[config.mk]
export PLATFORM = sky130hd
export DESIGN_NAME = seg7_scan_decoder_flat
export DESIGN_NICKNAME = d
export VERILOG_FILES = /design/src/rtl/seg7_scan_decoder_if.sv /design/src/rtl/seg7_scan_decoder.sv /design/src/flat_wrapper.sv
export SDC_FILE = /design/constraint.sdc
export NUM_CORES = 1
export LEC_CHECK = 0
export CAP_MARGIN = 10
export CORE_MARGIN = 2
export CORE_UTILIZATION = 51
export DETAILED_ROUTE_END_ITERATION = 12
export PLACE_DENSITY = 0.74
export SETUP_SLACK_MARGIN = 0.3
export SLEW_MARGIN = 20
export SYNTH_ARGS = -nofsm -noshare
export SYNTH_HDL_FRONTEND = slang
export SYNTH_SLANG_ARGS = --single-unit
[constraint.sdc]
create_clock -name clk -period 2.9 [get_ports clk]
set_input_delay 0.58 -clock clk [delete_from_list [all_inputs] [get_ports clk]]
set_output_delay 0.58 -clock clk [all_outputs]
set_load 0.1 [all_outputs]
[src/rtl/seg7_scan_decoder_if.sv]
// Multiplexed seven-segment bus as seen on the board pins, all lines active-low.
// The bus has no handshake: the driver holds a digit slot for a while and the receiver waits for it to settle.
interface seg7_scan_decoder_if #(
  parameter int NUM_DIGITS = 8
);
  logic [6:0]            cc;
  logic [NUM_DIGITS-1:0] an;
  logic                  odp;

  modport master (output cc, an, odp);
  modport slave  (input  cc, an, odp);
endinterface

[src/rtl/seg7_scan_decoder.sv]
// Receive-side monitor for a scanned seven-segment bus: waits for each digit slot to settle,
// decodes its segments back to a nibble and publishes one display word per complete scan.
module seg7_scan_decoder #(
  parameter int NUM_DIGITS    = 8,
  parameter int STABLE_CYCLES = 4,
  parameter int TIMEOUT       = 65536
) (
  input  logic                    clk,
  input  logic                    rst,
  seg7_scan_decoder_if.slave      bus,
  output logic [4*NUM_DIGITS-1:0] value,
  output logic [NUM_DIGITS-1:0]   dp_mask,
  output logic [NUM_DIGITS-1:0]   blank_mask,
  output logic                    frame_valid,
  output logic                    err_pattern,
  output logic                    err_anode,
  output logic [7:0]              err_count,
  output logic                    stale
);

  localparam int W  = 4 * NUM_DIGITS;
  localparam int CW = $clog2(STABLE_CYCLES);
  localparam int TW = $clog2(TIMEOUT);
  localparam int IW = (NUM_DIGITS > 1) ? $clog2(NUM_DIGITS) : 1;
  localparam logic [CW-1:0] CNT_LAST = CW'(STABLE_CYCLES - 1);
  localparam logic [TW-1:0] T_LAST   = TW'(TIMEOUT - 1);

  logic [NUM_DIGITS-1:0] samp_an;
  logic [6:0]            samp_cc;
  logic                  samp_odp;
  logic [CW-1:0]         stab_cnt;
  logic                  captured;

  logic [W-1:0]          shadow_val;
  logic [NUM_DIGITS-1:0] shadow_dp;
  logic [NUM_DIGITS-1:0] shadow_blank;
  logic [NUM_DIGITS-1:0] seen;
  logic [TW-1:0]         tcnt;

  // Bit 4 flags a legal glyph, bits 3:0 carry the nibble.
  function automatic logic [4:0] decode(input logic [6:0] c);
    logic [4:0] r;
    case (c)
      7'h40:   r = 5'h10;
      7'h79:   r = 5'h11;
      7'h24:   r = 5'h12;
      7'h30:   r = 5'h13;
      7'h19:   r = 5'h14;
      7'h12:   r = 5'h15;
      7'h02:   r = 5'h16;
      7'h78:   r = 5'h17;
      7'h00:   r = 5'h18;
      7'h10:   r = 5'h19;
      7'h08:   r = 5'h1A;
      7'h03:   r = 5'h1B;
      7'h46:   r = 5'h1C;
      7'h21:   r = 5'h1D;
      7'h06:   r = 5'h1E;
      7'h0E:   r = 5'h1F;
      default: r = 5'h00;
    endcase
    return r;
  endfunction

  logic                  changed;
  logic                  stable_pt;
  logic [NUM_DIGITS-1:0] an_low;
  logic                  any_low;
  logic                  one_low;
  logic                  do_capture;
  logic                  do_err_anode;
  logic                  is_blank;
  logic [4:0]            dec;
  logic                  pattern_ok;
  logic [3:0]            cap_nib;
  logic [IW-1:0]         cap_idx;
  logic                  publish;

  // The stability counter compares the incoming bus with the registered sample,
  // so it restarts on the same edge that registers a new value.
  assign changed    = ({bus.an, bus.cc, bus.odp} != {samp_an, samp_cc, samp_odp});
  assign stable_pt  = (stab_cnt == CNT_LAST) && !captured;

  assign an_low       = ~samp_an;
  assign any_low      = |an_low;
  assign one_low      = any_low && ((an_low & (an_low - 1'b1)) == '0);
  assign do_capture   = stable_pt && one_low;
  assign do_err_anode = stable_pt && any_low && !one_low;

  assign is_blank   = (samp_cc == 7'h7F);
  assign dec        = decode(samp_cc);
  assign pattern_ok = dec[4] || is_blank;
  assign cap_nib    = dec[4] ? dec[3:0] : 4'h0;
  assign publish    = &seen;

  always_comb begin
    cap_idx = '0;
    for (int i = 0; i < NUM_DIGITS; i++) begin
      if (an_low[i]) cap_idx = IW'(i);
    end
  end

  always_ff @(posedge clk or negedge rst) begin
    if (!rst) begin
      samp_an  <= '0;
      samp_cc  <= '0;
      samp_odp <= 1'b0;
      stab_cnt <= '0;
      captured <= 1'b0;
    end else begin
      samp_an  <= bus.an;
      samp_cc  <= bus.cc;
      samp_odp <= bus.odp;
      if (changed) begin
        stab_cnt <= '0;
        captured <= 1'b0;
      end else begin
        if (stab_cnt != CNT_LAST) stab_cnt <= stab_cnt + 1'b1;
        if (stable_pt) captured <= 1'b1;
      end
    end
  end

  // Publish and capture never overlap: a capture needs at least one settling cycle after
  // the previous one, which is exactly the cycle publish occupies.
  always_ff @(posedge clk or negedge rst) begin
    if (!rst) begin
      shadow_val   <= '0;
      shadow_dp    <= '0;
      shadow_blank <= '0;
      seen         <= '0;
      tcnt         <= '0;
      value        <= '0;
      dp_mask      <= '0;
      blank_mask   <= '0;
      frame_valid  <= 1'b0;
      err_pattern  <= 1'b0;
      stale        <= 1'b0;
    end else begin
      frame_valid <= 1'b0;
      err_pattern <= 1'b0;
      stale       <= 1'b0;
      if (publish) begin
        value        <= shadow_val;
        dp_mask      <= shadow_dp;
        blank_mask   <= shadow_blank;
        frame_valid  <= 1'b1;
        seen         <= '0;
        shadow_blank <= '0;
        tcnt         <= '0;
      end else if (do_capture) begin
        shadow_val[{cap_idx, 2'b00} +: 4] <= cap_nib;
        shadow_dp[cap_idx]    <= ~samp_odp;
        shadow_blank[cap_idx] <= is_blank;
        seen[cap_idx]         <= 1'b1;
        tcnt                  <= '0;
        err_pattern           <= !pattern_ok;
      end else if (seen == '0) begin
        tcnt <= '0;
      end else if (tcnt == T_LAST) begin
        seen  <= '0;
        stale <= 1'b1;
        tcnt  <= '0;
      end else begin
        tcnt <= tcnt + 1'b1;
      end
    end
  end

  always_ff @(posedge clk or negedge rst) begin
    if (!rst) begin
      err_anode <= 1'b0;
      err_count <= '0;
    end else begin
      err_anode <= do_err_anode;
      if (((do_capture && !pattern_ok) || do_err_anode) && (err_count != 8'hFF))
        err_count <= err_count + 8'd1;
    end
  end

endmodule

[src/flat_wrapper.sv]
// flat-port wrapper written by rule: the top's interface ports become plain ports
module seg7_scan_decoder_flat 
#(
  parameter int NUM_DIGITS    = 8,
  parameter int STABLE_CYCLES = 4,
  parameter int TIMEOUT       = 65536
)
  (clk, rst, value, dp_mask, blank_mask, frame_valid, err_pattern, err_anode, err_count, stale, bus_cc, bus_an, bus_odp);
  seg7_scan_decoder_if #(.NUM_DIGITS(NUM_DIGITS)) bus_i ();
  input  logic clk;
  input  logic rst;
  output logic [4*NUM_DIGITS-1:0] value;
  output logic [NUM_DIGITS-1:0] dp_mask;
  output logic [NUM_DIGITS-1:0] blank_mask;
  output logic frame_valid;
  output logic err_pattern;
  output logic err_anode;
  output logic [7:0] err_count;
  output logic stale;
  input wire logic [$bits(bus_i.cc)-1:0] bus_cc;
  input wire logic [$bits(bus_i.an)-1:0] bus_an;
  input wire logic [$bits(bus_i.odp)-1:0] bus_odp;
  assign bus_i.cc = bus_cc;
  assign bus_i.an = bus_an;
  assign bus_i.odp = bus_odp;
  seg7_scan_decoder #(.NUM_DIGITS(NUM_DIGITS), .STABLE_CYCLES(STABLE_CYCLES), .TIMEOUT(TIMEOUT)) u_core (.clk(clk), .rst(rst), .bus(bus_i), .value(value), .dp_mask(dp_mask), .blank_mask(blank_mask), .frame_valid(frame_valid), .err_pattern(err_pattern), .err_anode(err_anode), .err_count(err_count), .stale(stale));
endmodule
-- Yosys cells after proc, flatten, opt, wreduce, memory -nomap -nowiden
Index checks and enable logic that the tools add are counted.
- flip-flop bits (word level): 151
- input bits: 18
- add/subtract/negate cells: 5
- equality and inequality tests: 22
- order comparisons: 2
- reductions and logical operators: 24
- bitwise gates (word level): 5
- muxes and demuxes: 35
- shift operators: 2
- operators with widths (kind ; count):
    5-bit case mux with 16 select lines ; 1
    16-bit 2-to-1 mux ; 4
    8-bit 2-to-1 mux ; 6
    7-bit == test, second input constant ; 5
    32-bit bitwise mux ; 1
    4-bit by 7-bit variable shift with 32-bit output, first input constant ; 1
    4-bit by 7-bit indexed part select with 32-bit output ; 1
    7-bit by 5-bit == test with 1-bit output, second input constant ; 3
    7-bit by 6-bit == test with 1-bit output, second input constant ; 3
    16-bit by 1-bit adder with 16-bit output, second input constant ; 1
    8-bit bitwise mux ; 2
    16-bit == test, second input constant ; 1
    8-bit zero test ; 2
    16-bit inequality test ; 1
    7-bit by 2-bit == test with 1-bit output, second input constant ; 2
    7-bit by 4-bit == test with 1-bit output, second input constant ; 2
    3-bit 2-to-1 mux ; 4
    1-bit 2-to-1 mux ; 11
    8-bit by 1-bit adder with 8-bit output, second input constant ; 1
    8-bit bitwise AND ; 1
    1-bit logical AND ; 8
    2-bit 2-to-1 mux ; 4
    8-bit inequality test, second input constant ; 1
    8-bit inverter ; 1
    other kinds (21) ; 28

-- Logic depth before layout (Yosys ltp)
Gate-level depths: netlist of the first run.
- word-level depth: 15
- gate-level depth with buffers: 13
- depth with buffers taken out: 11

-- Worst setup path before layout of the first run
Ideal clock, no wire load.
- path kind: reg-to-reg
- from: reg u_core.samp_an[1]
- to: reg u_core.shadow_val[0]
- path slack: -194 ps
- period minus slack after synthesis: 3094 ps
- stages on the path, launching flop included: 13
- arrival time: 2969 ps
- required time: 2775 ps
- path buffers: 1
- path through: dfrtp_1 -> nand2b_1 -> a21boi_0 -> o21ai_0 -> nand2_2 -> inv_1 -> buf_2 -> ha_1 -> ha_1 -> or4_4 -> nor4b_2 -> nand2_1 -> mux2_2
- cells in the longest elaborated chain, start to end: 11
- elaborated cells on any way between the ends: 19
- ends and longest elaborated chain (element ; line ; RTL):
    start: declaration ; seg7_scan_decoder.sv:28 ; logic [NUM_DIGITS-1:0] samp_an;
    start signal: assignment ; seg7_scan_decoder.sv:111 ; samp_an <= bus.an;
    8-bit inverter (*) ; seg7_scan_decoder.sv:84 ; assign an_low = ~samp_an;
    1-bit 2-to-1 mux ; seg7_scan_decoder.sv:99 ; if (an_low[i]) cap_idx = IW'(i);
    2-bit 2-to-1 mux (2 in series) ; seg7_scan_decoder.sv:99 ;
    3-bit 2-to-1 mux (4 in series) ; seg7_scan_decoder.sv:99 ;
    5-bit negator with 7-bit output ; seg7_scan_decoder.sv:152 ; shadow_val[{cap_idx, 2'b00} +: 4] <= cap_nib;
    4-bit by 7-bit indexed part select with 32-bit output / 4-bit by 7-bit variable shift with 32-bit output (equally long branches) ; seg7_scan_decoder.sv:152 ;
    32-bit bitwise mux ; seg7_scan_decoder.sv:152 ;
    end signal: indexed assignment ; seg7_scan_decoder.sv:152 ;
    end: declaration ; seg7_scan_decoder.sv:34 ; logic [W-1:0] shadow_val;
Every way passes the cells marked *; elsewhere a longest branch is shown, timed or not.
A chain may end at the register's enable or synchronous reset.

-- Worst setup path in the final report of the first run
- from: reg u_core.samp_an[1]
- to: reg u_core.shadow_val[1]
The elaborated chain is that of the path after synthesis.

==> results of run 1 <==
## power groups by stage
stage	Clock [W]	Combinational, W	Sequential [W]
final	0.00242	0.000194	0.00215
after global routing	0.00255	0.000215	0.00215
after CTS	0.00245	0.000193	0.00215
after detailed placement	0	0.000182	0.00219
after global placement	0	0.000176	0.00218
after floorplan	0	0.000105	0.00216
## registers in the layout (all words and copies together), names as in the netlist
name / count
u_core.blank_mask: 8
u_core.captured: 1
u_core.dp_mask: 8
u_core.err_anode: 1
u_core.err_count: 8
u_core.err_pattern: 1
u_core.frame_valid: 1
u_core.samp_an: 8
u_core.samp_cc: 7
u_core.samp_odp: 1
u_core.seen: 8
u_core.shadow_blank: 8
u_core.shadow_dp: 8
u_core.shadow_val: 32
u_core.stab_cnt: 2
u_core.stale: 1
u_core.tcnt: 16
u_core.value: 32
## critical path, delay by kind of cell, from the launching register on
kind | cells | cell delay [ns]
adders and majority gates | 2 | 0.37
buffers and inverters | 1 | 0.05
muxes | 1 | 0.32
DFF | 1 | 0.37
AOI/OAI and AO/OA | 2 | 0.23
and+or+nand+nor | 5 | 1.20
## cell type report
class,count,share of cell area
multi-input combinational,451,0.354
clock inverter,8,0.0197
tap,176,0.0259
timing repair buffer,96,0.0913
inverter,18,0.00794
sequential,151,0.445
clock buffer,24,0.0566
## metrics by stage
| stage | hold slack, ns | instances | total power (W) | area [µm²] |
|---|---|---|---|---|
| 6_report | 0.152 | 924 | 0.00476 | 8510 |
| 2_1_floorplan | 0.284 | 654 | 0.00227 | 7000 |
| 4_1_cts | 0.179 | 923 | 0.00479 | 8480 |
| 3_5_place_dp | 0.458 | 885 | 0.00237 | 7740 |
| 3_3_place_gp | 0.454 | 885 | 0.00236 | 7740 |
| 5_1_grt | 0.206 | 924 | 0.00492 | 8510 |
## routing by layer
layer	global-route usage	wire length, µm
met5	0	0
met4	0.0894	266
met3	0.0495	713
met2	0.341	7280
met1	0.301	6880
## kinds of logic (layout without fill, tap and decap cells)
| logic type | count (synthesis) | in the layout | synth area share |
|---|---|---|---|
| and+or+nand+nor | 294 | 294 | 0.215 |
| DFF | 151 | 151 | 0.544 |
| AOI/OAI and AO/OA | 71 | 71 | 0.0742 |
| buffers and inverters | 52 | 146 | 0.0378 |
| muxes | 44 | 44 | 0.0721 |
| xor gates and xnor gates | 35 | 35 | 0.0441 |
| adders and majority gates | 7 | 7 | 0.0122 |
## cell usage after synthesis, types with 3 or more instances
library cell / number
nand2_1: 157
xor2_1: 27
nor3b_1: 4
nand4_1: 11
and4_1: 4
o211ai_1: 3
inv_1: 16
buf_6: 6
nand3_1: 11
or4_1: 4
o21a_1: 10
buf_2: 12
or3_1: 6
nand2b_1: 4
xnor2_1: 8
mux2_4: 5
a31oi_1: 7
nor4_1: 10
a21oi_1: 6
nor4_4: 3
clkbuf_1: 14
ha_1: 6
o311ai_0: 3
mux2i_1: 11
and3_1: 7
mux2_2: 27
dfrtp_1: 151
nor3_1: 10
o21ai_0: 15
nor3_2: 3
o31ai_1: 4
nor2_1: 34
o41ai_1: 4
## what timing repair did
action	in CTS	in global routing
pin swaps	6	2
setup endpoints to repair	11	24
buffers inserted	6	1
hold buffers	0	0
gates resized for setup	13	3
## worst max path at each step
stage / cells past startpoint / from / to
2_1_floorplan: 12 / u_core.samp_an[1]$_DFF_PN0_ / u_core.shadow_val[0]$_DFFE_PN0P_
3_3_place_gp: 11 / u_core.samp_an[2]$_DFF_PN0_ / u_core.shadow_val[3]$_DFFE_PN0P_
3_5_place_dp: 11 / u_core.samp_an[2]$_DFF_PN0_ / u_core.shadow_val[0]$_DFFE_PN0P_
4_1_cts: 11 / u_core.samp_an[1]$_DFF_PN0_ / u_core.shadow_val[1]$_DFFE_PN0P_
5_1_grt: 11 / u_core.samp_an[1]$_DFF_PN0_ / u_core.shadow_val[1]$_DFFE_PN0P_
6_report: 11 / u_core.samp_an[1]$_DFF_PN0_ / u_core.shadow_val[1]$_DFFE_PN0P_
==> results.json, run 1 <==
{
  "status": "finished clean",
  "peakVddDrop_v": 0.000301,
  "fmax_mhz": 378,
  "grt_pass1_vias": 5111,
  "seq_area_um2": 3790,
  "synth.top_cell.area_share": 0.544,
  "drc": 0,
  "synth_edf_count": 0,
  "p_per_area_nw_per_um2": 560,
  "critPathSlowestCell": "or4_4",
  "die_x_um": 121,
  "cts_buffer_depth": 2,
  "rsz0062_at_grt": "true",
  "synth_seq_cells": 151,
  "fin_util": 0.640,
  "grt_pass1_wl_um": 25200,
  "layout-drive-gt1-share": 0.247,
  "crit_required_ns": 3.21,
  "via_count": 5103,
  "fin_tns_setup_ns": 0,
  "dieArea_um2": 14600,
  "crit_fanout": 4,
  "antenna_found_initial": 0,
  "end_kind": "flop",
  "core_um2": 13300,
  "grtUsageTotal": 0.220,
  "max_slew_margin": 0.580,
  "cell_internal_pwr_w": 0.00379,
  "via_per_inst": 5.52,
  "critPathArrivalTime_ns": 2.96,
  "clock-sinks": 151,
  "path_clk_slew_ns": 0.06,
  "initial_core_util": 0.522,
  "power.net_switching_w": 0.000973,
  "setup_ws_ns": 0.253,
  "final_common_cell": "nand2_1",
  "globalplace.congestion": 0.921,
  "cts_made_buffers": 17,
  "timing.critical_path.cells": "nand2b_4 -> a21boi_2 -> o21ai_2 -> nand2_2 -> inv_2 -> ha_4 -> ha_4 -> or4_4 -> nor4b_4 -> nand2_2 -> mux2_4",
  "cpPeakStageDelay_ns": 0.54,
  "yosysWarnings": 0,
  "insertion_delay_ns": 0.43,
  "fin_crit_sh": 0.913,
  "ctsRootBufferMaster": "clkbuf_16",
  "drtIter0Drc": 337,
  "max_cap_violations": 0,
  "rr_startpoint": "u_core.samp_an[1]$_DFF_PN0_",
  "p_leak_nw": 4.12,
  "grt_max_degree": 71,
  "period_minus_slack_ns": 2.65,
  "ff2ff_path_depth": 11,
  "wire_per_inst_um": 16.4,
  "htree_levels": 4,
  "p_comb_frac": 0.041,
  "antenna_left": 0,
  "pre_cts_slack_ns": 0.118,
  "syn-num-nets": 678,
  "multiInputGateArea_um2": 3010,
  "fin_skew_ns": 0.00664,
  "ios": 78,
  "hp-class": "primary input to asynchronous set/reset pin",
  "antenna_cells": 0,
  "dpl.hpwl_um": 10700,
  "yosysTopAreaCell": "dfrtp_1",
  "synth_cells": 654,
  "area_growth_pct": 22.5,
  "synth.distinct_cells": 75,
  "syn-cell-area_um2": 6950,
  "port_buffers": 77,
  "layout_common_cells": "nand2_1 (155), dfrtp_1 (145), buf_4 (78), nor2_1 (34), xor2_1 (27)",
  "sw_frac_of_total": 0.204,
  "ys_async_sr_fraction": 1.00,
  "pwr-share-seq": 0.451,
  "cts_tree": "yes",
  "wl_um": 15100,
  "grt_overflow": 0,
  "synthTopCellsByArea": "dfrtp_1 (54%), nand2_1 (8.5%), mux2_2 (4.4%)",
  "start_kind": "flop",
  "finalNetCount": 759,
  "crit_type": "flop to flop",
  "r2r_setup_slack_ns": 0.25,
  "slew_viol_final": 0,
  "drtPass1Iterations": 4,
  "synth_seq_area_share": 0.544,
  "rr_endpoint": "u_core.shadow_val[1]$_DFFE_PN0P_",
  "syn_area_per_cell_um2": 10.6,
  "fillCellCount": 1049,
  "setup_viol": 0,
  "die_h_um": 121,
  "tightest_slew_ns": 0.631,
  "hold_violations": 0,
  "clock_power_share": 0.508,
  "rows": 42,
  "synth_flop_cell": "dfrtp_1"
}
No activity file was read; power rests on OpenSTA's default activity.
==> inputs of run 2 (changes only) <==
--- a/config.mk
+++ b/config.mk
@@ -9,6 +9,7 @@
 export CORE_MARGIN = 2
 export CORE_UTILIZATION = 51
 export DETAILED_ROUTE_END_ITERATION = 12
+export MAX_ROUTING_LAYER = met4
 export PLACE_DENSITY = 0.74
 export SETUP_SLACK_MARGIN = 0.3
 export SLEW_MARGIN = 20
==> results.json, run 2 (synthesized netlist as in run 1, its figures left out) <==
{
  "final_common_cell": "nand2_1",
  "dieArea_um2": 14600,
  "critical_path.top_delay_family": "simple AND/OR/NAND/NOR gates",
  "fillCellCount": 1049,
  "wl_um": 15200,
  "p_leak_nw": 4.12,
  "path_clk_slew_ns": 0.06,
  "drtIter0Drc": 365,
  "critPathArrivalTime_ns": 2.96,
  "die_h_um": 121,
  "reg_top3": "u_core.shadow_val (32), u_core.value (32), u_core.tcnt (16)",
  "fin_crit_sh": 0.914,
  "initial_core_util": 0.522,
  "clock-sinks": 151,
  "cp.buffers_inverters": 1,
  "die_x_um": 121,
  "globalplace.congestion": 0.937,
  "dpl.hpwl_um": 10700,
  "slew_viol_final": 0,
  "antenna_left": 0,
  "grt_pass1_vias": 5097,
  "grt_max_degree": 71,
  "max_cap_violations": 0,
  "grt_pass1_wl_um": 25300,
  "rsz0062_at_grt": "true",
  "cts_made_buffers": 17,
  "cts_buffer_depth": 2,
  "drtPass1Iterations": 5,
  "pre_cts_slack_ns": 0.118,
  "holdBufCountCts": 0,
  "fin_skew_ns": 0.00668,
  "layout_common_cells": "nand2_1 (155), dfrtp_1 (145), buf_4 (78), nor2_1 (34), xor2_1 (27)",
  "timing.critical_path.cells": "nand2b_4 -> a21boi_2 -> o21ai_2 -> nand2_2 -> inv_2 -> ha_4 -> ha_4 -> or4_4 -> nor4b_4 -> nand2_2 -> mux2_4",
  "antenna_cells": 0,
  "wire_per_inst_um": 16.4,
  "crit_type": "flop to flop",
  "antenna_found_initial": 0,
  "core_um2": 13300,
  "hp-class": "primary input to asynchronous set/reset pin",
  "htree_levels": 4,
  "crit_fanout": 4,
  "drc": 0,
  "area_growth_pct": 22.5,
  "cts_tree": "yes",
  "hold_violations": 0,
  "port_buffers": 77,
  "layout-drive-gt1-share": 0.247,
  "via_per_inst": 5.54,
  "ios": 78,
  "setup_ws_ns": 0.249,
  "period_minus_slack_ns": 2.65,
  "p_per_area_nw_per_um2": 560,
  "peakVddDrop_v": 0.000301,
  "start_kind": "flop",
  "ctsRootBufferMaster": "clkbuf_16",
  "fin_tns_setup_ns": 0,
  "setup_viol": 0,
  "fmax_mhz": 377,
  "cpPeakStageDelay_ns": 0.54,
  "max_slew_margin": 0.579,
  "grt_overflow": 0,
  "status": "finished clean",
  "grtUsageTotal": 0.227,
  "finalNetCount": 759,
  "rows": 42,
  "via_count": 5121,
  "tightest_slew_ns": 0.631,
  "end_kind": "flop",
  "critPathSlowestCell": "or4_4",
  "insertion_delay_ns": 0.43,
  "crit_required_ns": 3.21
}
run 2: cell counts in the layout (fill, tap and decap cells not counted):
Identical to the previous run, type by type.
run 2: final timing paths:
kind / from / end / slack, ns / cells after the start
max: u_core.samp_an[1]$_DFF_PN0_ / u_core.shadow_val[1]$_DFFE_PN0P_ / 0.25 / 11
max in group asynchronous: rst / u_core.samp_an[3]$_DFF_PN0_ / 1.95 / 2
max reg2reg: u_core.samp_an[1]$_DFF_PN0_ / u_core.shadow_val[1]$_DFFE_PN0P_ / 0.25 / 11
min in group clk: u_core.shadow_val[16]$_DFFE_PN0P_ / u_core.value[16]$_DFFE_PN0P_ / 0.47 / 2
min reg2reg: u_core.shadow_val[16]$_DFFE_PN0P_ / u_core.value[16]$_DFFE_PN0P_ / 0.47 / 2
min: rst / u_core.tcnt[2]$_DFF_PN0_ / 0.15 / 1
run 2: cell type report:
| class | count | area [µm²] | share of cell area |
|---|---|---|---|
| Timing Repair Buffer | 96 | 777 | 0.0913 |
| Tap cell | 176 | 220 | 0.0259 |
| Inverter | 18 | 67.6 | 0.00794 |
| Clock buffer | 24 | 482 | 0.0566 |
| Multi-Input combinational cell | 451 | 3010 | 0.354 |
| Sequential cell | 151 | 3790 | 0.445 |
| Clock inverter | 8 | 168 | 0.0197 |
run 2: worst reg2reg max path: cells and delay by family (launching register included):
| family | cells | cell delay, ns |
|---|---|---|
| AND/OR/NAND/NOR | 5 | 1.19 |
| flip-flops | 1 | 0.37 |
| adder cells (fa/ha/maj) | 2 | 0.37 |
| multiplexers | 1 | 0.32 |
| AO/OA/AOI/OAI | 2 | 0.24 |
| buffers and inverters | 1 | 0.05 |
run 2: per-stage QoR:
stage / area (µm²) / util / cells / power (W) / hold WS (ns)
final: 8510 / 0.640 / 924 / 0.00476 / 0.153
after CTS: 8480 / 0.638 / 923 / 0.00479 / 0.179
after global routing: 8510 / 0.640 / 924 / 0.00492 / 0.210
after floorplan: 7000 / - / 654 / 0.00227 / 0.284
after global placement: 7740 / 0.582 / 885 / 0.00236 / 0.454
after detailed placement: 7740 / 0.582 / 885 / 0.00237 / 0.458
run 2: power breakdown:
part,total (W),leakage [nW],switching [W],internal (W)
Sequential,0.00215,2.07,0.0000299,0.00212
Combinational,0.000194,1.74,0.000117,0.0000768
Clock,0.00242,0.314,0.000827,0.00159
run 2: routing by layer:
layer  routed length [µm]  vias up  track usage
li1                     -     2424            -
met1                 6940     2541        0.303
met2                 7300      134        0.341
met3                  732       22       0.0486
met4                  227        0       0.0894
met5                    0        -            -
run 2: timing repair:
item / in CTS / in global routing
gates resized for setup: 13 / 3
hold endpoints to repair: 0 / 0
pin swaps: 6 / 2
setup endpoints to repair: 11 / 24
buffers inserted: 6 / 1
==> inputs of run 3 (changes only) <==
--- a/config.mk
+++ b/config.mk
@@ -5,14 +5,14 @@
 export SDC_FILE = /design/constraint.sdc
 export NUM_CORES = 1
 export LEC_CHECK = 0
+export ABC_AREA = 0
 export CAP_MARGIN = 10
 export CORE_MARGIN = 2
 export CORE_UTILIZATION = 51
 export DETAILED_ROUTE_END_ITERATION = 12
 export MAX_ROUTING_LAYER = met4
 export PLACE_DENSITY = 0.74
-export SETUP_SLACK_MARGIN = 0.3
-export SLEW_MARGIN = 20
+export SETUP_SLACK_MARGIN = 0.1
 export SYNTH_ARGS = -nofsm -noshare
 export SYNTH_HDL_FRONTEND = slang
 export SYNTH_SLANG_ARGS = --single-unit
==> results.json, run 3 (synthesized netlist as in run 1, its figures left out) <==
{
  "cell_internal_pwr_w": 0.00371,
  "grt_overflow": 0,
  "p_leak_nw": 4.07,
  "fin_crit_sh": 0.928,
  "drtPass1Iterations": 4,
  "grt_pass1_wl_um": 24900,
  "die_h_um": 121,
  "drtIter0Drc": 374,
  "antenna_found_initial": 0,
  "port_buffers": 77,
  "insertion_delay_ns": 0.43,
  "clock_power_share": 0.505,
  "ios": 78,
  "globalplace.congestion": 0.946,
  "crit_required_ns": 3.21,
  "fin_tns_setup_ns": 0,
  "antenna_left": 0,
  "path_clk_slew_ns": 0.06,
  "ctsRootBufferMaster": "clkbuf_16",
  "holdBufCountCts": 0,
  "slew_viol_final": 0,
  "cts_tree": "yes",
  "start_kind": "flop",
  "period_minus_slack_ns": 2.69,
  "stdcell_count": 919,
  "crit_type": "flop to flop",
  "die_x_um": 121,
  "wl_um": 14900,
  "max_slew_margin": 0.565,
  "htree_levels": 4,
  "hold_violations": 0,
  "layout_common_cells": "nand2_1 (156), dfrtp_1 (149), buf_4 (73), nor2_1 (34)",
  "hp-class": "primary input to asynchronous set/reset pin",
  "rows": 42,
  "p_comb_frac": 0.039,
  "grtUsageTotal": 0.223,
  "status": "finished clean",
  "critPathArrivalTime_ns": 3.00,
  "fin_skew_ns": 0.00904,
  "sw_frac_of_total": 0.211,
  "core_um2": 13300,
  "via_count": 5024,
  "dp.cells": 885,
  "tightest_slew_ns": 0.649,
  "drc": 0,
  "wire_per_inst_um": 16.3,
  "hold_slack_ns": 0.109,
  "area_growth_pct": 21.0,
  "dpl.hpwl_um": 10600,
  "reg_top3": "u_core.shadow_val (32), u_core.value (32), u_core.tcnt (16)",
  "fillCellCount": 1062,
  "clock-sinks": 151,
  "pwr-share-seq": 0.456,
  "fmax_mhz": 371,
  "final_common_cell": "nand2_1",
  "end_kind": "flop",
  "cts_buffer_depth": 2,
  "dieArea_um2": 14600,
  "peakVddDrop_v": 0.000353,
  "finalNetCount": 754,
  "grt_pass1_vias": 4976,
  "grt_max_degree": 73,
  "crit_fanout": 8,
  "cts_made_buffers": 17,
  "via_per_inst": 5.47,
  "power.net_switching_w": 0.000994,
  "initial_core_util": 0.522,
  "rsz0062_at_grt": "false",
  "p_per_area_nw_per_um2": 560,
  "antenna_cells": 0,
  "max_cap_violations": 0,
  "layout-drive-gt1-share": 0.233,
  "setup_viol": 0
}
-- run 3: cell types whose count changed in the layout (fill, tap and decap cells not counted), sizes merged --
cell      previous run  this run
buf                 80        75
clkbuf              24        20
clkinv               2         5
clkinvlp             1         2
-- run 3: power by group through the flow --
stage                     sequential [W]  clock, W  combinational [W]
after global placement           0.00218         0           0.000174
after global routing             0.00215   0.00251           0.000204
after detailed placement         0.00219         0           0.000178
final                            0.00215   0.00238           0.000183
after floorplan                  0.00216         0           0.000105
after CTS                        0.00215   0.00241           0.000181
-- run 3: final cells by class --
cell class                      instances  area (µm²)  share of cell area
Timing Repair Buffer                   91         739              0.0880
Sequential cell                       151        3780               0.450
Inverter                               18        67.6             0.00804
Multi-Input combinational cell        451        2960               0.352
Clock buffer                           20         437              0.0520
Tap cell                              176         220              0.0262
Clock inverter                         12         201              0.0240
-- run 3: worst paths after layout --
| check | to | slack [ns] | start | cells after the start |
|---|---|---|---|---|
| max | u_core.shadow_val[1]$_DFFE_PN0P_ | 0.21 | u_core.samp_an[2]$_DFF_PN0_ | 11 |
| min | u_core.tcnt[9]$_DFF_PN0_ | 0.11 | rst | 1 |
| max reg2reg | u_core.shadow_val[1]$_DFFE_PN0P_ | 0.21 | u_core.samp_an[2]$_DFF_PN0_ | 11 |
| min reg2reg | u_core.value[18]$_DFFE_PN0P_ | 0.46 | u_core.shadow_val[18]$_DFFE_PN0P_ | 2 |
| max in group asynchronous | u_core.value[8]$_DFFE_PN0P_ | 2.05 | rst | 2 |
| min in group clk | u_core.value[18]$_DFFE_PN0P_ | 0.46 | u_core.shadow_val[18]$_DFFE_PN0P_ | 2 |
-- run 3: worst max-delay path: stages, from the launching register on --
cell,delay (ns)
dfrtp_2,0.46
nand2b_1,0.12
a21boi_2,0.07
o21ai_2,0.17
nand2_2,0.08
inv_2,0.08
ha_4,0.14
ha_4,0.20
or4_4,0.56
nor4b_4,0.29
nand2_2,0.12
mux2_2,0.29
-- run 3: metrics by stage --
| stage | setup slack, ns | utilization | total power, W | area, µm² |
|---|---|---|---|---|
| after CTS | 0.115 | 0.630 | 0.00474 | 8370 |
| after global routing | 0.0895 | 0.632 | 0.00486 | 8410 |
| after floorplan | 0.0442 | - | 0.00227 | 6990 |
| after detailed placement | 0.0899 | 0.581 | 0.00236 | 7720 |
| after global placement | 0.188 | 0.581 | 0.00236 | 7720 |
| final | 0.208 | 0.632 | 0.00471 | 8410 |
-- run 3: metal layers --
| metal | track usage | share of wire | up-vias |
|---|---|---|---|
| li1 | - | - | 2422 |
| met1 | 0.304 | 0.46 | 2467 |
| met2 | 0.340 | 0.48 | 116 |
| met3 | 0.0472 | 0.043 | 19 |
| met4 | 0.0640 | 0.012 | 0 |
| met5 | - | 0 | - |
-- run 3: repair_timing --
action                     in CTS  in global routing
hold endpoints to repair        0                  0
resized for setup               1                  6
setup endpoints to repair       4                 11
pin swaps                       1                  1
setup buffers                   1                  1
cloned                          0                  0
